File: src/rtl/fetch_sequencer.sv
// Fetch sequencer for the 5-stage MIPS pipeline.
//
// Holds the program counter and the IF/ID pipeline register. It picks the next PC from the
// sequential, branch, jump, jr, interrupt-vector and exception-vector sources. It also runs a
// small FSM that decides when a pending timer interrupt may enter.
//
// Ports:
//   clk, reset        system clock; synchronous active-high reset
//   irq               level interrupt request from the timer
//   stall             load-use hazard from ID; freezes PC and IF/ID
//   exc               undefined instruction decoded in ID this cycle
//   br_taken          branch resolved taken in EX, with br_target
//   jmp               j/jal decoded in ID (target from IF/ID)
//   jr                jr/jalr decoded in ID, with jr_addr
//   rom_data          combinational instruction ROM output for rom_addr
//   rom_addr          current PC
//   if_id_instr       registered instruction (0 when bubble)
//   if_id_pc4         registered PC+4
//   if_id_valid       0 marks a bubble
//   id_flush          squash the instruction currently in ID
//   irq_ack           one-cycle pulse, the cycle after the interrupt is taken
//   epc_out           return address for $26, valid with exc, at irq take and with irq_ack
//   kernel            PC[31]
module fetch_sequencer #(
    parameter logic [31:0] RESET_VEC = 32'h8000_0000,
    parameter logic [31:0] IRQ_VEC   = 32'h8000_0004,
    parameter logic [31:0] EXC_VEC   = 32'h8000_0008
) (
    input  logic        clk,
    input  logic        reset,
    input  logic        irq,
    input  logic        stall,
    input  logic        exc,
    input  logic        br_taken,
    input  logic [31:0] br_target,
    input  logic        jmp,
    input  logic        jr,
    input  logic [31:0] jr_addr,
    input  logic [31:0] rom_data,
    output logic [31:0] rom_addr,
    output logic [31:0] if_id_instr,
    output logic [31:0] if_id_pc4,
    output logic        if_id_valid,
    output logic        id_flush,
    output logic        irq_ack,
    output logic [31:0] epc_out,
    output logic        kernel
);

    typedef enum logic [1:0] {StRun, StPend, StKern} irq_state_e;

    irq_state_e  state_q, state_d;
    logic [31:0] pc_q, pc_d;
    logic [31:0] instr_q, instr_d;
    logic [31:0] pc4_q, pc4_d;
    logic        valid_q, valid_d;
    logic        ack_q;
    logic [31:0] epc_q;

    logic [31:0] pc4;
    logic [31:0] jmp_target;
    logic [5:0]  op;
    logic [5:0]  funct;
    logic        cti;
    logic        irq_take;
    logic        bubble;

    // Datapath helpers and the interrupt-entry qualifier.
    always_comb begin
        // Kernel bit is sticky across the increment; only the low 31 bits count.
        pc4        = {pc_q[31], pc_q[30:0] + 31'd4};
        jmp_target = {pc4_q[31:28], instr_q[25:0], 2'b00};
        op         = instr_q[31:26];
        funct      = instr_q[5:0];
        cti        = 1'b0;
        if (valid_q) begin
            if (op inside {6'b000001, 6'b000010, 6'b000011, 6'b000100,
                           6'b000101, 6'b000110, 6'b000111}) begin
                cti = 1'b1;
            end else if (op == 6'b000000 && funct inside {6'b001000, 6'b001001}) begin
                cti = 1'b1;
            end
        end
        // Only enter on a quiet cycle so the saved PC is never a speculative fetch.
        irq_take = (state_q == StPend) && !pc_q[31] && !br_taken && !exc && !jr && !jmp
                   && !stall && !cti;
    end

    // Next-PC arbitration and IF/ID update.
    always_comb begin
        pc_d    = pc_q;
        instr_d = instr_q;
        pc4_d   = pc4_q;
        valid_d = valid_q;
        bubble  = 1'b0;

        if (br_taken) begin
            pc_d   = br_target;
            bubble = 1'b1;
        end else if (exc) begin
            pc_d   = EXC_VEC;
            bubble = 1'b1;
        end else if (irq_take) begin
            pc_d   = IRQ_VEC;
            bubble = 1'b1;
        end else if (jr) begin
            pc_d   = jr_addr;
            bubble = 1'b1;
        end else if (jmp) begin
            pc_d   = jmp_target;
            bubble = 1'b1;
        end else if (!stall) begin
            pc_d    = pc4;
            instr_d = rom_data;
            pc4_d   = pc4;
            valid_d = 1'b1;
        end

        if (bubble) begin
            instr_d = 32'h0;
            pc4_d   = 32'h0;
            valid_d = 1'b0;
        end
    end

    // Interrupt FSM.
    always_comb begin
        state_d = state_q;
        unique case (state_q)
            StRun:  if (irq && !pc_q[31]) state_d = StPend;
            StPend: begin
                if (irq_take) begin
                    state_d = StKern;
                end else if (!irq) begin
                    state_d = StRun;
                end
            end
            StKern: if (!pc_q[31]) state_d = StRun;
            default: state_d = StRun;
        endcase
    end

    always_ff @(posedge clk) begin
        if (reset) begin
            state_q <= StRun;
            pc_q    <= RESET_VEC;
            instr_q <= 32'h0;
            pc4_q   <= 32'h0;
            valid_q <= 1'b0;
            ack_q   <= 1'b0;
            epc_q   <= 32'h0;
        end else begin
            state_q <= state_d;
            pc_q    <= pc_d;
            instr_q <= instr_d;
            pc4_q   <= pc4_d;
            valid_q <= valid_d;
            ack_q   <= irq_take;
            if (irq_take) begin
                epc_q <= pc_q;
            end
        end
    end

    assign rom_addr    = pc_q;
    assign kernel      = pc_q[31];
    assign if_id_instr = instr_q;
    assign if_id_pc4   = pc4_q;
    assign if_id_valid = valid_q;
    assign irq_ack     = ack_q;
    assign id_flush    = br_taken | exc;
    // Live PC during the take cycle, then held for the irq_ack cycle.
    assign epc_out     = exc ? pc4_q : (irq_take ? pc_q : epc_q);

endmodule

File: config.mk
export PLATFORM = sky130hd
export DESIGN_NAME = fetch_sequencer
export DESIGN_NICKNAME = d
export VERILOG_FILES = /design/src/rtl/fetch_sequencer.sv
export SDC_FILE = /design/constraint.sdc
export NUM_CORES = 1
export LEC_CHECK = 0
export BUFFER_PORTS_ARGS = -buffer_cell sky130_fd_sc_hd__buf_2
export CAP_MARGIN = 20
export CORE_MARGIN = 3
export CORE_UTILIZATION = 51
export DETAILED_ROUTE_END_ITERATION = 10
export GPL_TIMING_DRIVEN = 0
export PLACE_DENSITY = 0.82
export SLEW_MARGIN = 10
export SYNTH_ARGS = -nofsm -noshare
export SYNTH_HDL_FRONTEND = slang
export SYNTH_SLANG_ARGS = --single-unit
File: constraint.sdc
create_clock -name clk -period 5.8 [get_ports clk]
set_clock_uncertainty 0.1 [all_clocks]
set_input_delay 1.74 -clock clk [delete_from_list [all_inputs] [get_ports clk]]
set_output_delay 1.74 -clock clk [all_outputs]
set_load 0.01 [all_outputs]
==> results of run 1 <==
cell type report:
class,instances,area [sq um]
fill,1164,4029
timing repair buffer,233,1166
multi-input combinational,645,3822
antenna,1,2.502
inverter,30,112.6
buffer,82,341.6
sequential,132,2643
clock buffer,23,467.9
clock inverter,9,127.6
tap,172,215.2
logic make-up after synthesis:
kind of cell / after synthesis
simple gates: 375
flops: 132
fa+ha+maj: 1
mux: 51
xor+xnor: 20
buf+inv: 113
compound gates: 198
placed cells by master (no fill, tap or decap), drive strengths merged, types with 4 or more instances in the layout:
master / synthesis / routed
o21ai: 35 / 35
nor3: 22 / 22
a22oi: 11 / 11
nand2: 122 / 122
xnor2: 15 / 15
and3: 5 / 5
a211oi: 11 / 11
nor4: 11 / 11
buf: 20 / 251
o21a: 8 / 8
nand4: 13 / 13
or3: 11 / 11
a21oi: 76 / 76
nor2: 90 / 90
xor2: 5 / 5
clkbuf: 63 / 87
a2bb2oi: 4 / 4
o21ba: 4 / 4
o22ai: 5 / 5
nand3b: 26 / 26
and2: 6 / 6
inv: 28 / 28
and4: 5 / 5
nor2b: 4 / 4
dfxtp: 132 / 132
clkinv: 2 / 5
mux2i: 50 / 50
nand3: 40 / 40
or4: 9 / 9
a221oi: 18 / 18
metal layers:
layer  GRT usage [%]  part of all wire [%]  routed length [microns]  vias up
met1           47.06                    39                    10430     3584
met2           55.27                    45                    12100      599
met3           9.263                    13                     3383       80
met5               0                     0                        0        -
met4           13.30                   3.5                      949        0
li1                -                     -                        -     3658
metrics by stage:
stage               total power, mW  hold WS (ns)  std cells
detailed placement            1.224        0.3449       1295
global placement              1.222        0.3380       1295
finish                        2.313        0.3521       1327
floorplan                     1.108        0.3321        890
CTS                           2.299        0.3512       1326
global route                  2.376        0.3682       1327
flip-flops by register name, indices dropped and copies added, names as in the netlist:
register	flops
epc_q	32
irq_ack	1
if_id_pc4	32
state_q	2
if_id_instr	32
if_id_valid	1
rom_addr	32
power by group:
group / total, mW / switching (mW) / internal [mW]
Clock: 1.10 / 0.400 / 0.696
Sequential: 0.949 / 0.0246 / 0.924
Combinational: 0.267 / 0.163 / 0.104
Total: 2.31 / 0.588 / 1.72
critical path, delay by kind of cell:
kind            cells  cell delay, ns
simple gates        4            1.17
compound gates      1            0.30
buf+inv             3            0.62
worst max-delay path by stage:
stage	cells after the start	from	slack [ns]	endpoint
6_report	8	stall	0.10	epc_out[29]
5_1_grt	8	stall	0.03	epc_out[30]
4_1_cts	8	stall	0.03	epc_out[29]
3_5_place_dp	9	stall	0.02	epc_out[29]
3_3_place_gp	8	stall	0.04	epc_out[20]
2_1_floorplan	7	stall	0.55	epc_out[5]
timing repair:
action                     in CTS  in global routing
gates resized for setup         2                  4
pin swaps                       0                  0
setup endpoints to repair       5                 20
==> flow_summary_export.csv, run 1 <==
group,metric,value,unit
floorplan,die-area,14970,sq um
floorplan,io_pins,236,
floorplan,die_x,122.4,microns
yosys,synth_top_family_by_area,"simple AND/OR/NAND/NOR gates",
yosys,synth_cell_types,62,
global_route,grt_pass1_vias,7082,
yosys,syn-cell-area,6905,sq um
sta,finalWorstSetupSlack,0.1035,ns
routing,wl,26870,microns
yosys,yosys.area_share.simple,26.40,%
routing,routedWlPerCell,20.25,microns
sta,setup_viol,0,
critical_path,cp.required,3.96,ns
placed_design,place_ws,0.01849,ns
yosys,synth_compound_area_share,18.64,%
clock_network,cts_made_buffers,17,
clock_network,cts_setup_buffers,0,
yosys,synth_mux_area_share,7.411,%
sta,clock.fmax,175.5,MHz
floorplan,dieHeight,122.4,microns
sta,worst_pin_slew,1.179,ns
global_route,grt_antenna_before_repair,1,
placed_design,io_buffers,233,
critical_path,cp_slowest_cell,"or4b_1",
power,p_leak,3.929,nW
routing,initialDrtViolationCount,1026,
critical_path,critical_path.most_common_cell,"buf_2",
yosys,postSynthCellCount,890,
yosys,synth-xor-area-share,2.537,%
final_layout,area_growth,28.86,%
global_route,grtUsageTotal,35.37,%
min_path,whs_path_depth,2,
yosys,yosys_warnings,0,
yosys,synth_common_cells,"dfxtp_1 (132), nand2_1 (122), nor2_1 (90)",
yosys,yosysTopAreaCell,"dfxtp_1",
routing,vias,7921,
critical_path,path_cells,"buf_2 -> or4b_1 -> a211oi_4 -> and3_1 -> clkbuf_4 -> nand2_1 -> nand3_1 -> buf_2",
clock_network,clock_path_buffers,2,
placed_design,routabilityCongestion,1.006,
sta,rsz0062_at_grt,"false",
critical_path,cp_max_fo,19,
clock_network,clk_latency,0.42,ns
clock_network,clkSinkCount,132,
critical_path,slowest_delay,0.60,ns
sta,layout_min_cycle_time,5.696,ns
routing,drc,0,
clock_network,cts-root-buf,"clkbuf_16",
routing,antenna_left,0,
critical_path,critPathLaunchType,"input port",
clock_network,hold_buffers,0,
min_path,min-delay-start,"epc_q[8]",
final_layout,nNetsFinal,1246,
sta,relSlewSlack,21.23,%
global_route,grt_pass1_wl,40200,microns
critical_path,endpoint_kind,"primary output",
sta,finalHoldViolCount,0,
global_route,grt_max_degree,20,
min_path,hold_path_class,"flop to flop",
power,ir_drop,193.5,uV
critical_path,worst-setup-path-type,"input port to primary output",
yosys,synth_seq_cells,132,
critical_path,ff2ff_setup_slack,2.82,ns
routing,via_per_inst,5.969,
global_route,gr-total-overflow,0,
routing,drtPass1Iterations,6,
yosys,postSynth.asyncResetShare,0,%
yosys,synth_top_area_share,38.27,%
critical_path,critPathArrivalTime,3.86,ns
floorplan,initial_core_util,53.42,%
yosys,synthTopCellsByArea,"dfxtp_1 (38%), mux2i_1 (7.2%), nand2_1 (6.6%)",
yosys,synth_edf_count,0,
final_layout,drive_gt1_share,25.56,%
min_path,hold-path-endpoint,"epc_q[8]",
yosys,syn_avg_cell_area,7.759,sq um
clock_network,clk_pin_slew,0.06,ns
yosys,synth_seq_area_share,38.27,%
yosys,yosysMostFrequentCell,"dfxtp_1",
power,p_per_area,259.9,nW/um^2
placed_design,dp_hpwl,20510,microns
clock_network,cts_max_level,4,
sta,setup-tns-final,0,ns
critical_path,r2r_end,"if_id_pc4[24]",
yosys,synth_fp_nets,995,
clock_network,cts_tree,"done",
sta,min_period_over_period,98.22,%
run,maxCapViolations,0,
sta,slew_violations,0,
placed_design,placed_cell_area,8287,sq um
status,outcome,"completed",
critical_path,r2r_cells,7,
final_layout,utilization,68.83,%
yosys,synth_ff_type,"dfxtp_1",
final_layout,fin_area,8899,sq um
floorplan,num_rows,41,
critical_path,r2r-start,"if_id_instr[29]",
floorplan,core-area,12930,sq um
yosys,yosys.area_share.adder,0.1812,%
(Power assumes the default switching activity.)
==> inputs of run 2 (changes only) <==
- BUFFER_PORTS_ARGS: -buffer_cell sky130_fd_sc_hd__buf_2 -> -buffer_cell sky130_fd_sc_hd__buf_4
==> flow_summary_export.csv, run 2 (synthesized netlist as in run 1, its figures left out) <==
group,metric,value,unit
status,outcome,"completed",
clock_network,cts_max_level,4,
critical_path,endpoint_kind,"primary output",
clock_network,clock_path_buffers,2,
routing,drc,0,
sta,worst_pin_slew,0.9733,ns
final_layout,area_growth,38.54,%
final_layout,layout.area.seq,2643,sq um
global_route,grtUsageTotal,36.41,%
sta,holdWs,0.3506,ns
clock_network,cts-root-buf,"clkbuf_16",
clock_network,clk_latency,0.43,ns
power,p_leak,4.070,nW
run,maxCapViolations,0,
final_layout,multi_input_area,3827,sq um
final_layout,nNetsFinal,1251,
sta,finalWorstSetupSlack,0.06793,ns
routing,vias,7997,
final_layout,fill_cells,1029,
final_layout,layout_common_cells,"buf_4 (240), dfxtp_1 (132), nand2_1 (122)",
power,p_int,1.810,mW
sta,layout_min_cycle_time,5.732,ns
placed_design,dp_hpwl,20890,microns
final_layout,num_antenna_cells,0,
placed_design,routabilityCongestion,1.000,
floorplan,die-area,14970,sq um
global_route,grt_pass1_vias,7427,
global_route,gr-total-overflow,0,
clock_network,cts_tree,"done",
critical_path,critPathLaunchType,"input port",
critical_path,cp.required,3.96,ns
sta,clock.fmax,174.5,MHz
floorplan,die_x,122.4,microns
power,p_comb_share,12.4,%
sta,slew_violations,0,
routing,initialDrtViolationCount,1195,
global_route,grt_max_degree,17,
power,pwr-share-seq,39.2,%
clock_network,cts_made_buffers,17,
sta,finalHoldViolCount,0,
placed_design,place_ws,0.01624,ns
routing,drtPass1Iterations,6,
routing,via_per_inst,6.013,
final_layout,drive_gt1_share,26.42,%
floorplan,initial_core_util,53.42,%
sta,rsz0062_at_grt,"false",
floorplan,io_pins,236,
sta,setup_viol,0,
clock_network,hold_buffers,0,
floorplan,dieHeight,122.4,microns
power,pwr-share-clk,48.4,%
sta,relSlewSlack,35.11,%
routing,antenna_left,0,
routing,wl,27830,microns
global_route,grt_antenna_before_repair,0,
critical_path,ff2ff_setup_slack,2.77,ns
critical_path,worst-setup-path-type,"input port to primary output",
placed_design,io_buffers,233,
routing,routedWlPerCell,20.93,microns
power,p_per_area,253.2,nW/um^2
global_route,grt_pass1_wl,41710,microns
clock_network,clk_pin_slew,0.06,ns
final_layout,final_common_cell,"buf_4",
sta,min_period_over_period,98.83,%
clock_network,clkSinkCount,132,
critical_path,cp_max_fo,10,
sta,setup-tns-final,0,ns
critical_path,critPathArrivalTime,3.89,ns
floorplan,core-area,12930,sq um
min_path,hold_path_class,"flop to flop",
power,ir_drop,167.2,uV
power,power.switching,0.6123,mW
power,swShare,25.27,%
floorplan,num_rows,41,
[run 2: timing repair]
action / 4_1_cts / 5_1_grt
buffers inserted: 0 / 3
setup endpoints to repair: 0 / 31
resized for setup: 0 / 12
[run 2: cell type report]
type | count | share of cell area [%]
buffer | 83 | 3.662
clock buffer | 20 | 4.878
clock inverter | 11 | 1.831
inverter | 30 | 1.177
multi-input combinational | 645 | 40.01
sequential | 132 | 27.62
tap | 172 | 2.250
timing repair buffer | 237 | 18.57
[run 2: final timing paths]
path | from | depth (start not counted) | end
worst min-delay path | epc_q[18] | 2 | epc_q[18]
worst max register to register | if_id_instr[29] | 7 | if_id_pc4[23]
worst min register to register | epc_q[18] | 2 | epc_q[18]
worst max-delay path | stall | 9 | epc_out[20]
[run 2: per-stage QoR]
step	cells	utilization, %	power, mW	area [sq um]
3_3_place_gp	1295	68.61	1.252	8870
6_report	1330	74.00	2.422	9567
3_5_place_dp	1295	68.61	1.255	8870
5_1_grt	1330	74.00	2.474	9567
4_1_cts	1326	73.58	2.403	9512
2_1_floorplan	890	-	1.108	6905
[run 2: power by group through the flow]
stage,Clock [mW],Combinational (mW),Sequential [mW]
after floorplan,0,0.141,0.967
after global placement,0,0.285,0.968
after detailed placement,0,0.287,0.968
after CTS,1.16,0.290,0.948
after global routing,1.21,0.318,0.951
final,1.17,0.300,0.950
[run 2: routing by layer]
metal	GRT usage, %	routed length [microns]	vias up
met4	14.91	1087	0
met5	0	0	-
li1	-	-	3657
met1	46.71	10570	3654
met3	9.724	3463	96
met2	58.19	12720	590
[run 2: worst max-delay path, stage by stage]
cell and delay, ns:
buf_2 0.16, or4b_4 0.55, a211oi_4 0.31, buf_4 0.17, nand3_2 0.16, buf_4 0.30, mux2i_1 0.23, mux2i_1 0.11
buf_4 0.16
==> inputs of run 3 (changes only) <==
- CORE_UTILIZATION: 51 -> 52
- CTS_BUF_LIST: not set -> sky130_fd_sc_hd__clkbuf_2 sky130_fd_sc_hd__clkbuf_4 sky130_fd_sc_hd__clkbuf_8
- PLACE_DENSITY: 0.82 -> 0.83
- REMOVE_ABC_BUFFERS: not set -> 1
==> flow_summary_export.csv, run 3 (synthesized netlist as in run 1, its figures left out) <==
group,metric,value,unit
critical_path,cp-startpoint,"jr",
run,maxCapViolations,0,
min_path,min-delay-start,"epc_q[11]",
critical_path,critPathArrivalTime,3.90,ns
routing,vias,7549,
global_route,grt_antenna_before_repair,0,
clock_network,cts_made_buffers,17,
final_layout,num_antenna_cells,0,
min_path,hold_path_class,"flop to flop",
clock_network,clk_pin_slew,0.07,ns
placed_design,io_buffers,235,
critical_path,cp_max_fo,56,
final_layout,layout.area.seq,2643,sq um
floorplan,dieHeight,121.2,microns
sta,finalWorstSetupSlack,0.05940,ns
critical_path,r2r-start,"if_id_instr[3]",
global_route,grt_max_degree,80,
routing,initialDrtViolationCount,673,
clock_network,cts-root-buf,"clkbuf_8",
power,ir_drop,156.7,uV
routing,via_per_inst,6.006,
floorplan,die_x,121.2,microns
sta,worst_pin_slew,1.025,ns
sta,setup_viol,0,
floorplan,initial_core_util,53.84,%
final_layout,fill_cells,1057,
routing,routedWlPerCell,19.20,microns
power,p_per_area,215.3,nW/um^2
sta,slew_violations,0,
global_route,grt_pass1_wl,37340,microns
sta,holdWs,0.3528,ns
routing,wl,24140,microns
placed_design,routabilityCongestion,0.8216,
status,outcome,"completed",
routing,drtPass1Iterations,7,
clock_network,cts_max_level,4,
final_layout,final_common_cell,"buf_4",
sta,relSlewSlack,31.64,%
placed_design,dp_hpwl,15410,microns
power,finalPower,1.980,mW
sta,setup-tns-final,0,ns
clock_network,cts_tree,"done",
critical_path,critPathLaunchType,"input port",
floorplan,num_rows,41,
global_route,gr-total-overflow,0,
final_layout,drive_gt1_share,27.47,%
critical_path,endpoint_kind,"primary output",
clock_network,hold_buffers,0,
placed_design,place_ws,-0.7452,ns
floorplan,core-area,12820,sq um
clock_network,clock_path_buffers,2,
floorplan,die-area,14700,sq um
routing,drc,0,
critical_path,cp.required,3.96,ns
power,p_leak,3.892,nW
routing,wl_met2,11330,microns
sta,clock.fmax,174.2,MHz
final_layout,layout_common_cells,"buf_4 (236), dfxtp_1 (132), nand2_1 (122)",
sta,rsz0062_at_grt,"false",
critical_path,worst-setup-path-type,"input port to primary output",
final_layout,area_growth,33.14,%
global_route,grt_pass1_vias,7168,
sta,finalHoldViolCount,0,
floorplan,io_pins,236,
sta,min_period_over_period,98.98,%
routing,antenna_left,0,
routing,top_layer_used,"met4",
clock_network,clkSinkCount,132,
global_route,grtUsageTotal,32.25,%
sta,layout_min_cycle_time,5.741,ns
routing,wl_met1,9914,microns
final_layout,nNetsFinal,1179,
final_layout,multi_input_area,3886,sq um
clock_network,clk_latency,0.46,ns
routing,routed-wl-met3,2323,microns
[run 3: cell types whose count changed in the layout (fill, tap and decap cells not counted), moves of 11 or more]
cell / delta
clkbuf_8: +20
buf_2: -11
clkbuf_1: -60
clkbuf_16: -17
[run 3: worst paths after layout]
kind	end	slack, ns	cells after the start
setup / recovery	epc_out[1]	0.06	8
hold / removal	epc_q[11]	0.35	2
setup reg to reg	if_id_pc4[19]	2.25	6
hold reg to reg	epc_q[11]	0.35	2
[run 3: layout make-up]
class,count,area share (%)
well taps,172,2.341
clock buffers,27,3.770
repair buffers,245,21.19
inverters,30,1.225
multi-input cells,648,42.27
flip-flops and latches,132,28.74
clock inverters,3,0.4627
[run 3: critical path, stage by stage]
cell	delay, ns
buf_4	0.30
or2_2	0.59
a211oi_4	0.30
buf_4	0.22
and3_2	0.39
nand2_1	0.12
nand3_1	0.08
buf_4	0.12
[run 3: what timing repair did]
item / 4_1_cts / 5_1_grt
gates resized for setup: 6 / 2
buffers inserted: 5 / 0
setup endpoints to repair: 32 / 29
gates cloned: 2 / 1
pin swaps: 2 / 0
[run 3: routing by layer]
metal,up-vias,GRT usage [%]
met2,419,51.41
met3,45,7.925
met5,-,0
met4,0,13.59
li1,3516,-
met1,3569,41.72
[run 3: report_power, final]
group          internal [mW]  switching [mW]  total, mW
clock                  0.422           0.342      0.763
sequential             0.924          0.0366      0.960
combinational          0.124           0.132      0.256
total                   1.47           0.511       1.98
[run 3: through the flow]
| step | cell area (sq um) | cells | utilization [%] |
|---|---|---|---|
| 6_report | 9194 | 1257 | 71.69 |
| 5_1_grt | 9194 | 1257 | 71.69 |
| 4_1_cts | 9183 | 1256 | 71.60 |
| 3_5_place_dp | 8667 | 1219 | 67.58 |
| 3_3_place_gp | 8544 | 1214 | 66.62 |
| 2_1_floorplan | 6565 | 807 | - |
